**config.mk**
```make
export PLATFORM = sky130hd
export DESIGN_NAME = fmul_share_arbiter
export DESIGN_NICKNAME = d
export VERILOG_FILES = /design/src/rtl/fmul_arb_pkg.sv /design/src/rtl/rr_pick.sv /design/src/rtl/fmul_share_arbiter.sv
export SDC_FILE = /design/constraint.sdc
export NUM_CORES = 1
export LEC_CHECK = 0
export ABC_AREA = 1
export ABC_CLOCK_PERIOD_IN_PS = 4500
export BUFFER_PORTS_ARGS = -buffer_cell sky130_fd_sc_hd__clkbuf_2
export CORE_AREA = 2 2 156 158
export DETAILED_ROUTE_END_ITERATION = 10
export DIE_AREA = 0 0 158 160
export GPL_TIMING_DRIVEN = 0
export SLEW_MARGIN = 30
export SYNTH_ARGS = -nofsm -noshare
export SYNTH_HDL_FRONTEND = slang
export SYNTH_HIERARCHICAL = 1
export SYNTH_SLANG_ARGS = --single-unit
```
**constraint.sdc**
```tcl
create_clock -name CLK -period 4.5 [get_ports CLK]
set_input_delay 0.675 -clock CLK [delete_from_list [all_inputs] [get_ports CLK]]
set_output_delay 0.675 -clock CLK [all_outputs]
set_load 0.02 [all_outputs]
```
**src/rtl/fmul_arb_pkg.sv**
```systemverilog
// ============================================================================
// Module   : fmul_arb_pkg
// Purpose  : Shared constants, tag type and clog2 helper for the shared
//            floating-point multiplier arbiter.
// Revision : 1.0 - initial release
// ============================================================================
`default_nettype none

package fmul_arb_pkg;

    localparam int FP_WIDTH = 32;
    localparam int FP_EXP   = 8;
    localparam int FP_MAT   = 23;

    // Widest requester ID needed for up to 16 requesters.
    localparam int MAX_IDW  = 4;

    typedef struct packed {
        logic               valid;
        logic [MAX_IDW-1:0] id;
    } tag_t;

    function automatic int clog2(input int value);
        int r;
        r = 0;
        for (int i = 0; i < 32; i++) begin
            if ((1 << r) < value) begin
                r = r + 1;
            end
        end
        return r;
    endfunction

endpackage

`default_nettype wire

```
**src/rtl/rr_pick.sv**
```systemverilog
// ============================================================================
// Module   : rr_pick
// Purpose  : Combinational N-way round-robin selector; the first requester
//            at or above ptr wins, wrapping to index 0.
// Revision : 1.0 - initial release
// ============================================================================
`default_nettype none

module rr_pick
    import fmul_arb_pkg::*;
#(
    parameter int N   = 4,
    parameter int IDW = clog2(N)
) (
    input  logic [N-1:0]   req,
    input  logic [IDW-1:0] ptr,
    output logic [N-1:0]   grant,
    output logic [IDW-1:0] idx,
    output logic           any
);

    int w_j;

    always_comb begin
        grant = '0;
        idx   = '0;
        any   = 1'b0;
        w_j   = 0;
        for (int k = 0; k < N; k++) begin
            // Wrap at N, not at 2**IDW, so non-power-of-two N never aliases.
            w_j = int'(ptr) + k;
            if (w_j >= N) begin
                w_j = w_j - N;
            end
            if (!any && req[w_j]) begin
                any        = 1'b1;
                grant[w_j] = 1'b1;
                idx        = IDW'(w_j);
            end
        end
    end

endmodule

`default_nettype wire

```
**src/rtl/fmul_share_arbiter.sv**
```systemverilog
// ============================================================================
// Module   : fmul_share_arbiter
// Purpose  : Round-robin time-sharing of one pipelined FP multiplier among N
//            requesters, with an owner-tag pipeline matched to MUL_LAT.
//            Optional macro FMUL_ARB_PERF_EN adds busy/grant counters.
// Revision : 1.0 - initial release
// ============================================================================
`default_nettype none

module fmul_share_arbiter
    import fmul_arb_pkg::*;
#(
    parameter int N         = 4,
    parameter int WIDTH     = FP_WIDTH,
    parameter int WIDTH_exp = FP_EXP,
    parameter int WIDTH_mat = FP_MAT,
    parameter int MUL_LAT   = 1,
    parameter int IDW       = clog2(N)
) (
    input  logic               CLK,
    input  logic               RST,
    input  logic               hold,
    input  logic [N-1:0]       req_valid,
    output logic [N-1:0]       req_ready,
    input  logic [N*WIDTH-1:0] req_op1,
    input  logic [N*WIDTH-1:0] req_op2,
    input  logic [N-1:0]       req_exce,
    output logic [WIDTH-1:0]   mul_op1,
    output logic [WIDTH-1:0]   mul_op2,
    output logic               mul_exce_in,
    input  logic [WIDTH-1:0]   mul_result,
    input  logic               mul_exce_out,
    output logic               rsp_valid,
    output logic [IDW-1:0]     rsp_id,
    output logic [WIDTH-1:0]   rsp_result,
    output logic               rsp_exce
`ifdef FMUL_ARB_PERF_EN
    ,
    output logic [31:0]        busy_cnt,
    output logic [N*16-1:0]    grant_cnt
`endif
);

    localparam bit c_fmt_ok = (1 + WIDTH_exp + WIDTH_mat == WIDTH);

    logic [N-1:0]   w_req;
    logic [N-1:0]   w_grant;
    logic [IDW-1:0] w_idx;
    logic           w_any;
    logic [IDW-1:0] w_ptr_next;
    logic [IDW-1:0] r_ptr;
    tag_t           r_launch;
    tag_t           r_tag [MUL_LAT];
    logic           w_unused_ok;

    assign w_req      = (hold || RST) ? '0 : req_valid;
    assign req_ready  = w_grant;
    assign w_ptr_next = (w_idx == IDW'(N - 1)) ? '0 : w_idx + IDW'(1);

    rr_pick #(
        .N   (N),
        .IDW (IDW)
    ) u_rr_pick (
        .req   (w_req),
        .ptr   (r_ptr),
        .grant (w_grant),
        .idx   (w_idx),
        .any   (w_any)
    );

    always_ff @(posedge CLK or posedge RST) begin
        if (RST) begin
            r_ptr       <= '0;
            r_launch    <= '0;
            mul_op1     <= '0;
            mul_op2     <= '0;
            mul_exce_in <= 1'b0;
        end else begin
            r_launch.valid <= w_any;
            r_launch.id    <= MAX_IDW'(w_idx);
            if (w_any) begin
                r_ptr       <= w_ptr_next;
                mul_op1     <= req_op1[w_idx*WIDTH +: WIDTH];
                mul_op2     <= req_op2[w_idx*WIDTH +: WIDTH];
                mul_exce_in <= req_exce[w_idx];
            end
        end
    end

    // Shifts every cycle, independent of hold, so launched products drain.
    always_ff @(posedge CLK or posedge RST) begin
        if (RST) begin
            for (int i = 0; i < MUL_LAT; i++) begin
                r_tag[i] <= '0;
            end
        end else begin
            r_tag[0] <= r_launch;
            for (int i = 1; i < MUL_LAT; i++) begin
                r_tag[i] <= r_tag[i-1];
            end
        end
    end

    assign rsp_valid   = r_tag[MUL_LAT-1].valid;
    assign rsp_id      = r_tag[MUL_LAT-1].id[IDW-1:0];
    assign rsp_result  = mul_result;
    assign rsp_exce    = mul_exce_out;
    assign w_unused_ok = &{1'b0, c_fmt_ok, r_tag[MUL_LAT-1].id};

`ifdef FMUL_ARB_PERF_EN
    always_ff @(posedge CLK or posedge RST) begin
        if (RST) begin
            busy_cnt <= '0;
        end else if (r_launch.valid && (busy_cnt != '1)) begin
            busy_cnt <= busy_cnt + 32'd1;
        end
    end

    generate
        for (genvar g = 0; g < N; g++) begin : g_grant_cnt
            logic [15:0] r_cnt;
            always_ff @(posedge CLK or posedge RST) begin
                if (RST) begin
                    r_cnt <= '0;
                end else if (w_grant[g] && (r_cnt != '1)) begin
                    r_cnt <= r_cnt + 16'd1;
                end
            end
            assign grant_cnt[g*16 +: 16] = r_cnt;
        end
    endgenerate
`endif

endmodule

`default_nettype wire

```
* After elaboration in Yosys (flattened, before gate mapping)
Index checks and enable logic that the tools add are counted.
Word-level totals: output and inout bits 105, word-level logic and storage cells 86, input port bits 300, register bits 73
Operators by class: eq/ne operators 1, magnitude comparators 13, add/sub/neg operators 8, shifts and indexed selects 2, reductions and logical operators 11, multiplexer cells 40, bitwise gates (word level) 3
Operators by type and width (count):
- $shiftx A128 B8 Y32 | 2
- $ge A32 B1 Y1 const B | 4
- $lt A32 B4 Y1 const B | 4
- $mux W32 | 4
- $ge A32 B4 Y1 const B | 3
- $sub A32 B4 Y32 const B | 3
- $mux W4 | 5
- $mux W1 | 17
- $or A4 B4 Y4 | 3
- $bmux W1 S2 | 5
- $mux W2 | 5
- $demux W1 S2 | 4
- $logic_and A1 B1 Y1 | 7
- $add A2 B2 Y3 const B | 2
- $sub A2 B3 Y4 const B | 1
- $add A2 B1 Y3 const B | 1
- $ge A2 B3 Y1 const B | 1
- $logic_not A1 Y1 | 3
- $lt A2 B3 Y1 const B | 1
- $add A2 B1 Y2 const B | 1
- $eq A2 B2 Y1 const B | 1
- $logic_or A1 B1 Y1 | 1

* Logic depth before layout (Yosys ltp)
word-level depth 17, mapped depth 19, depth with buffers taken out 16

* Cells and area by module
Netlist, hierarchy kept.
By module, submodules not included:
- fmul_share_arbiter | seq. area each 1826.8 µm², area an instance 6087.1 µm², instances 1, cells each 1092
- rr_pick | seq. area each 0.0 µm², area an instance 460.4 µm², instances 1, cells each 77

* Least setup slack after synthesis
OpenSTA, ideal clock, no wires.
kind input to register, start point in RST, end point reg mul_op1[21], slack 1812 ps, data arrival time 2571 ps, cell stages on the path 19, path buffers 4, path through or2_2 nor2_1 inv_1 nand2_1 nand3_2 nand2_2 nor2_4 buf_6 nand4_1 nand3_1 buf_4 inv_2 buf_6 buf_6 nand2_1 nand3_1 nand2_1 nand2_1 nand2_1
Between the ends: cells in the longest elaborated chain, start to end 16, elaborated cells on any way between the ends 29, those cells by class shift: 1; mux: 21; reduce/logical: 7
RTL lines:
- start, declared | RTL line fmul_share_arbiter.sv:21 | input logic RST,
- $logic_or A1 B1 Y1 (*) | RTL line fmul_share_arbiter.sv:56 | assign w_req = (hold || RST) ? '0 : req_valid;
- $mux W4 (*) | RTL line fmul_share_arbiter.sv:56
- via w_req[3] | RTL line fmul_share_arbiter.sv:46 | logic [N-1:0] w_req;
- $bmux W1 S2 | RTL line rr_pick.sv:35 | if (!any && req[w_j]) begin
- $mux W1 (not written as such) (2 in series) | RTL line rr_pick.sv:35
- $mux W1 | RTL line rr_pick.sv:35
- $logic_not A1 Y1 | RTL line rr_pick.sv:35
- $logic_and A1 B1 Y1 | RTL line rr_pick.sv:35
- $mux W1 | RTL line rr_pick.sv:35
- $logic_not A1 Y1 | RTL line rr_pick.sv:35
- $logic_and A1 B1 Y1 | RTL line rr_pick.sv:35
- $mux W1 | RTL line rr_pick.sv:35
- $logic_not A1 Y1 | RTL line rr_pick.sv:35
- $logic_and A1 B1 Y1 | RTL line rr_pick.sv:35
- $mux W2 (*) | RTL line rr_pick.sv:35
- via w_idx[0] | RTL line fmul_share_arbiter.sv:48 | logic [IDW-1:0] w_idx;
- $shiftx A128 B8 Y32 (*) | RTL line fmul_share_arbiter.sv:83 | mul_op1 <= req_op1[w_idx*WIDTH +: WIDTH];
- end signal, assigned | RTL line fmul_share_arbiter.sv:83
- end, declared | RTL line fmul_share_arbiter.sv:28 | output logic [WIDTH-1:0] mul_op1,
Mark *: on every way through the listed nets, which the timed path passes. The rest lies on a longest branch. The select of a mux whose other input is x is not followed. A chain may end at the register's enable or synchronous reset.

* Worst setup path after layout
start point reg r_ptr[0], end point reg mul_op2[10]
Between the ends: cells in the longest elaborated chain, start to end 16, elaborated cells on any way between the ends 42, those cells by class add/sub: 7; order compare: 4; shift: 1; mux: 24; reduce/logical: 6
RTL lines:
- start, declared | RTL line fmul_share_arbiter.sv:51 | logic [IDW-1:0] r_ptr;
- start signal, assigned | RTL line fmul_share_arbiter.sv:82 | r_ptr <= w_ptr_next;
- parallel branches: the longest is 14 deep, another holds $sub A32 B4 Y32
- $mux W2 (*) | RTL line rr_pick.sv:35
- via w_idx[0] | RTL line fmul_share_arbiter.sv:48
- $shiftx A128 B8 Y32 (*) | RTL line fmul_share_arbiter.sv:84 | mul_op2 <= req_op2[w_idx*WIDTH +: WIDTH];
- end signal, assigned | RTL line fmul_share_arbiter.sv:84
- end, declared | RTL line fmul_share_arbiter.sv:29 | output logic [WIDTH-1:0] mul_op2,
Mark *: on every way through the listed nets, which the timed path passes. The select of a mux whose other input is x is not followed.

==> out/metrics.yaml <==
outcome: "finished clean"
ys_seq_area_frac: 0.279
via_per_inst: 4.19
synthAdderAreaFrac: 0.0172
initial_core_util: 0.275
dpl.hpwl_um: 20000
crit_path_start_kind: "register"
required_ns: 4.73
utilization: 0.384
wire_per_inst_um: 13.3
min_period_over_period: 0.744
drt.antenna.violating_nets: 0
synthMuxAreaShare: 0
final.setup.tns_ns: 0
crit_buf_inv: 5
p_leak_uw: 0.00633
grt_pass1_wl_um: 37500
max_freq_mhz: 299
critPathMaxStageDelay_ns: 0.59
syn_area_um2: 6550
reg2regPathDepth: 16
grt-ovfl-total: 0
cts_max_path_buffers: 2
holdBufCountCts: 0
cts_sinks: 73
cts_tree: "done"
die_h_um: 160
period_needed_ns: 3.35
root_buffer: "clkbuf_16"
multiInputGateArea_um2: 3070
r2r-end: "mul_op2[10]$_DFFE_PP0P_"
critical_path.max_fanout: 11
report.final.hold_viol_count: 0
ys_warn_count: 6
path_common_cell: "nand2_1"
synth-seq-cells: 73
htree_levels: 3
synth_simple_gate_area_frac: 0.441
core_area_um2: 23800
fp-row-count: 57
rsz0062_at_grt: "no"
rrSetupSlack_ns: 1.15
first_pass_iters: 5
clock_latency_ns: 0.34
antenna_found_initial: 0
cts_setup_buffers: 0
drcViolationCount: 0
area_delta_synth_final_pct: 39.9
cp-end-kind: "register"
path_clk_slew_ns: 0.06
tightest_slew_ns: 0.515
setup_viol: 0
syn_inst: 1169
ir_drop_mv: 0.618
cts_buffers: 9
n_antenna_cell: 0
finalNetCount: 1861
maxCapViolCount: 0
power.density_nw_per_um2: 1050
report.final.slew_viol_count: 0
synth_compound_gate_area_share: 0.0111
place_congestion: 0.838
drt_iter0_drc: 573
relSlewSlack: 0.657
arrival_ns: 3.57
synth_cell_type_count: 20
r2r_start: "r_ptr[0]$_DFFE_PP0P_"
io_buffers: 371
drive_gt1_frac: 0.307
synth_nets: 1478
final-seq-area_um2: 1830
syn_area_per_cell_um2: 5.60
grt_max_degree: 48
wl_um: 25000
grt_use_total: 0.192
critPathKind: "register to register"
fillers: 2710
dieArea_um2: 25300
grt_pass1_vias: 7187
cp_cell_sequence: "inv_2, ha_1, inv_1, nand3_1, nand2_1, nor2_1, a21oi_1, nand3_1, buf_4, buf_6, buf_2, nand2_1, nand3_1, nand2_1, nand2_1, nand2_1"
synth_xor_area_frac: 0
pin_count: 405
skew_ns: 0.00497
ctsResizeCount: 0
route.vias.total: 7879
slowest_stage: "dfrtp_1"
fp.dieW_um: 158
cp_top_family: "simple AND/OR/NAND/NOR gates"
synth_top_family_by_area: "simple AND/OR/NAND/NOR gates"
hold_class: "input pin to asynchronous set/reset pin"
## flip-flops by register name, indices dropped and copies added (netlist names)
name / cells
mul_exce_in: 1
mul_op1: 32
mul_op2: 32
r_launch: 3
r_ptr: 2
rsp_id: 2
rsp_valid: 1
## worst max path at each step
stage,cells after the start,from,end,slack [ns]
floorplan,19,RST,mul_op1[21]$_DFFE_PP0P_,1.81
global placement,2,RST,mul_op1[5]$_DFFE_PP0P_,0.73
detailed placement,19,RST,mul_op2[10]$_DFFE_PP0P_,0.96
CTS,16,r_ptr[0]$_DFFE_PP0P_,mul_op2[10]$_DFFE_PP0P_,1.13
global route,16,r_ptr[0]$_DFFE_PP0P_,mul_op2[11]$_DFFE_PP0P_,0.91
finish,16,r_ptr[0]$_DFFE_PP0P_,mul_op2[10]$_DFFE_PP0P_,1.15
## cell families (layout without fill, tap and decap cells)
group / after synthesis / after routing
buffers and inverters: 368 / 756
AOI/OAI and AO/OA: 12 / 12
adders and majority gates: 9 / 9
DFF: 73 / 73
and+or+nand+nor: 707 / 707
## metal layers
metal,global-route usage,vias to the layer above,wire (um)
met1,0.232,3452,10400
met2,0.349,309,12400
met3,0.0355,18,1790
li1,-,4100,-
met4,0.0463,0,297
met5,0,-,0
## synthesized netlist by cell type
master,count,area share
nand4_1,7,0.0067
dfrtp_1,73,0.28
or2_2,1,0.00096
buf_2,29,0.022
nand3_2,2,0.0031
buf_6,13,0.022
ha_1,9,0.017
nand3_1,144,0.11
nor2_1,5,0.0029
nand2_1,541,0.31
nand2_2,6,0.0057
inv_1,275,0.16
a21oi_1,7,0.0054
buf_1,5,0.0029
inv_2,2,0.0011
nor2_4,1,0.0017
a21boi_0,4,0.0046
buf_4,35,0.040
o31ai_1,1,0.0011
clkbuf_1,9,0.0052
## layout by cell type, fill, tap and decap left out
master | netlist | final
nand3_2 | 2 | 2
clkbuf_16 | 0 | 9
bufinv_16 | 0 | 1
buf_1 | 5 | 5
nor2_4 | 1 | 1
nand4_1 | 7 | 7
buf_6 | 13 | 13
clkinv_2 | 0 | 1
nand2_1 | 541 | 541
inv_2 | 2 | 2
inv_1 | 275 | 274
buf_16 | 0 | 1
a21boi_0 | 4 | 4
clkinvlp_4 | 0 | 2
inv_6 | 0 | 1
clkbuf_8 | 0 | 3
nor2_1 | 5 | 5
dfrtp_1 | 73 | 73
a21oi_1 | 7 | 7
ha_1 | 9 | 9
buf_2 | 29 | 29
nand3_1 | 144 | 144
or2_2 | 1 | 1
buf_4 | 35 | 35
nand2_2 | 6 | 6
clkbuf_1 | 9 | 9
o31ai_1 | 1 | 1
clkbuf_2 | 0 | 371
## where the power goes
| part | switching, uW | internal [uW] |
|---|---|---|
| Sequential | 207 | 1090 |
| Clock | 295 | 474 |
| Combinational | 5070 | 2500 |
## through the flow
| step | instances | power [uW] | hold WS (ns) | cell area, um2 | worst slack, ns |
|---|---|---|---|---|---|
| final | 1881 | 9640 | 0.308 | 9160 | 1.15 |
| after global routing | 1881 | 10800 | 0.321 | 9160 | 0.911 |
| after CTS | 1881 | 9810 | 0.312 | 9160 | 1.13 |
| after detailed placement | 1865 | 9010 | 0.336 | 8840 | 0.962 |
| after global placement | 1864 | 8910 | 0.332 | 8810 | 0.725 |
| after floorplan | 1169 | 6620 | 0.331 | 6550 | 1.81 |
## cell type report
type,count,area share
multi-input cells,728,0.336
repair buffers,372,0.206
flip-flops and latches,73,0.199
inverters,277,0.114
plain buffers,91,0.0663
well taps,324,0.0443
clock buffers,12,0.0291
clock inverters,4,0.00546
No activity file was read; power rests on OpenSTA's default activity.
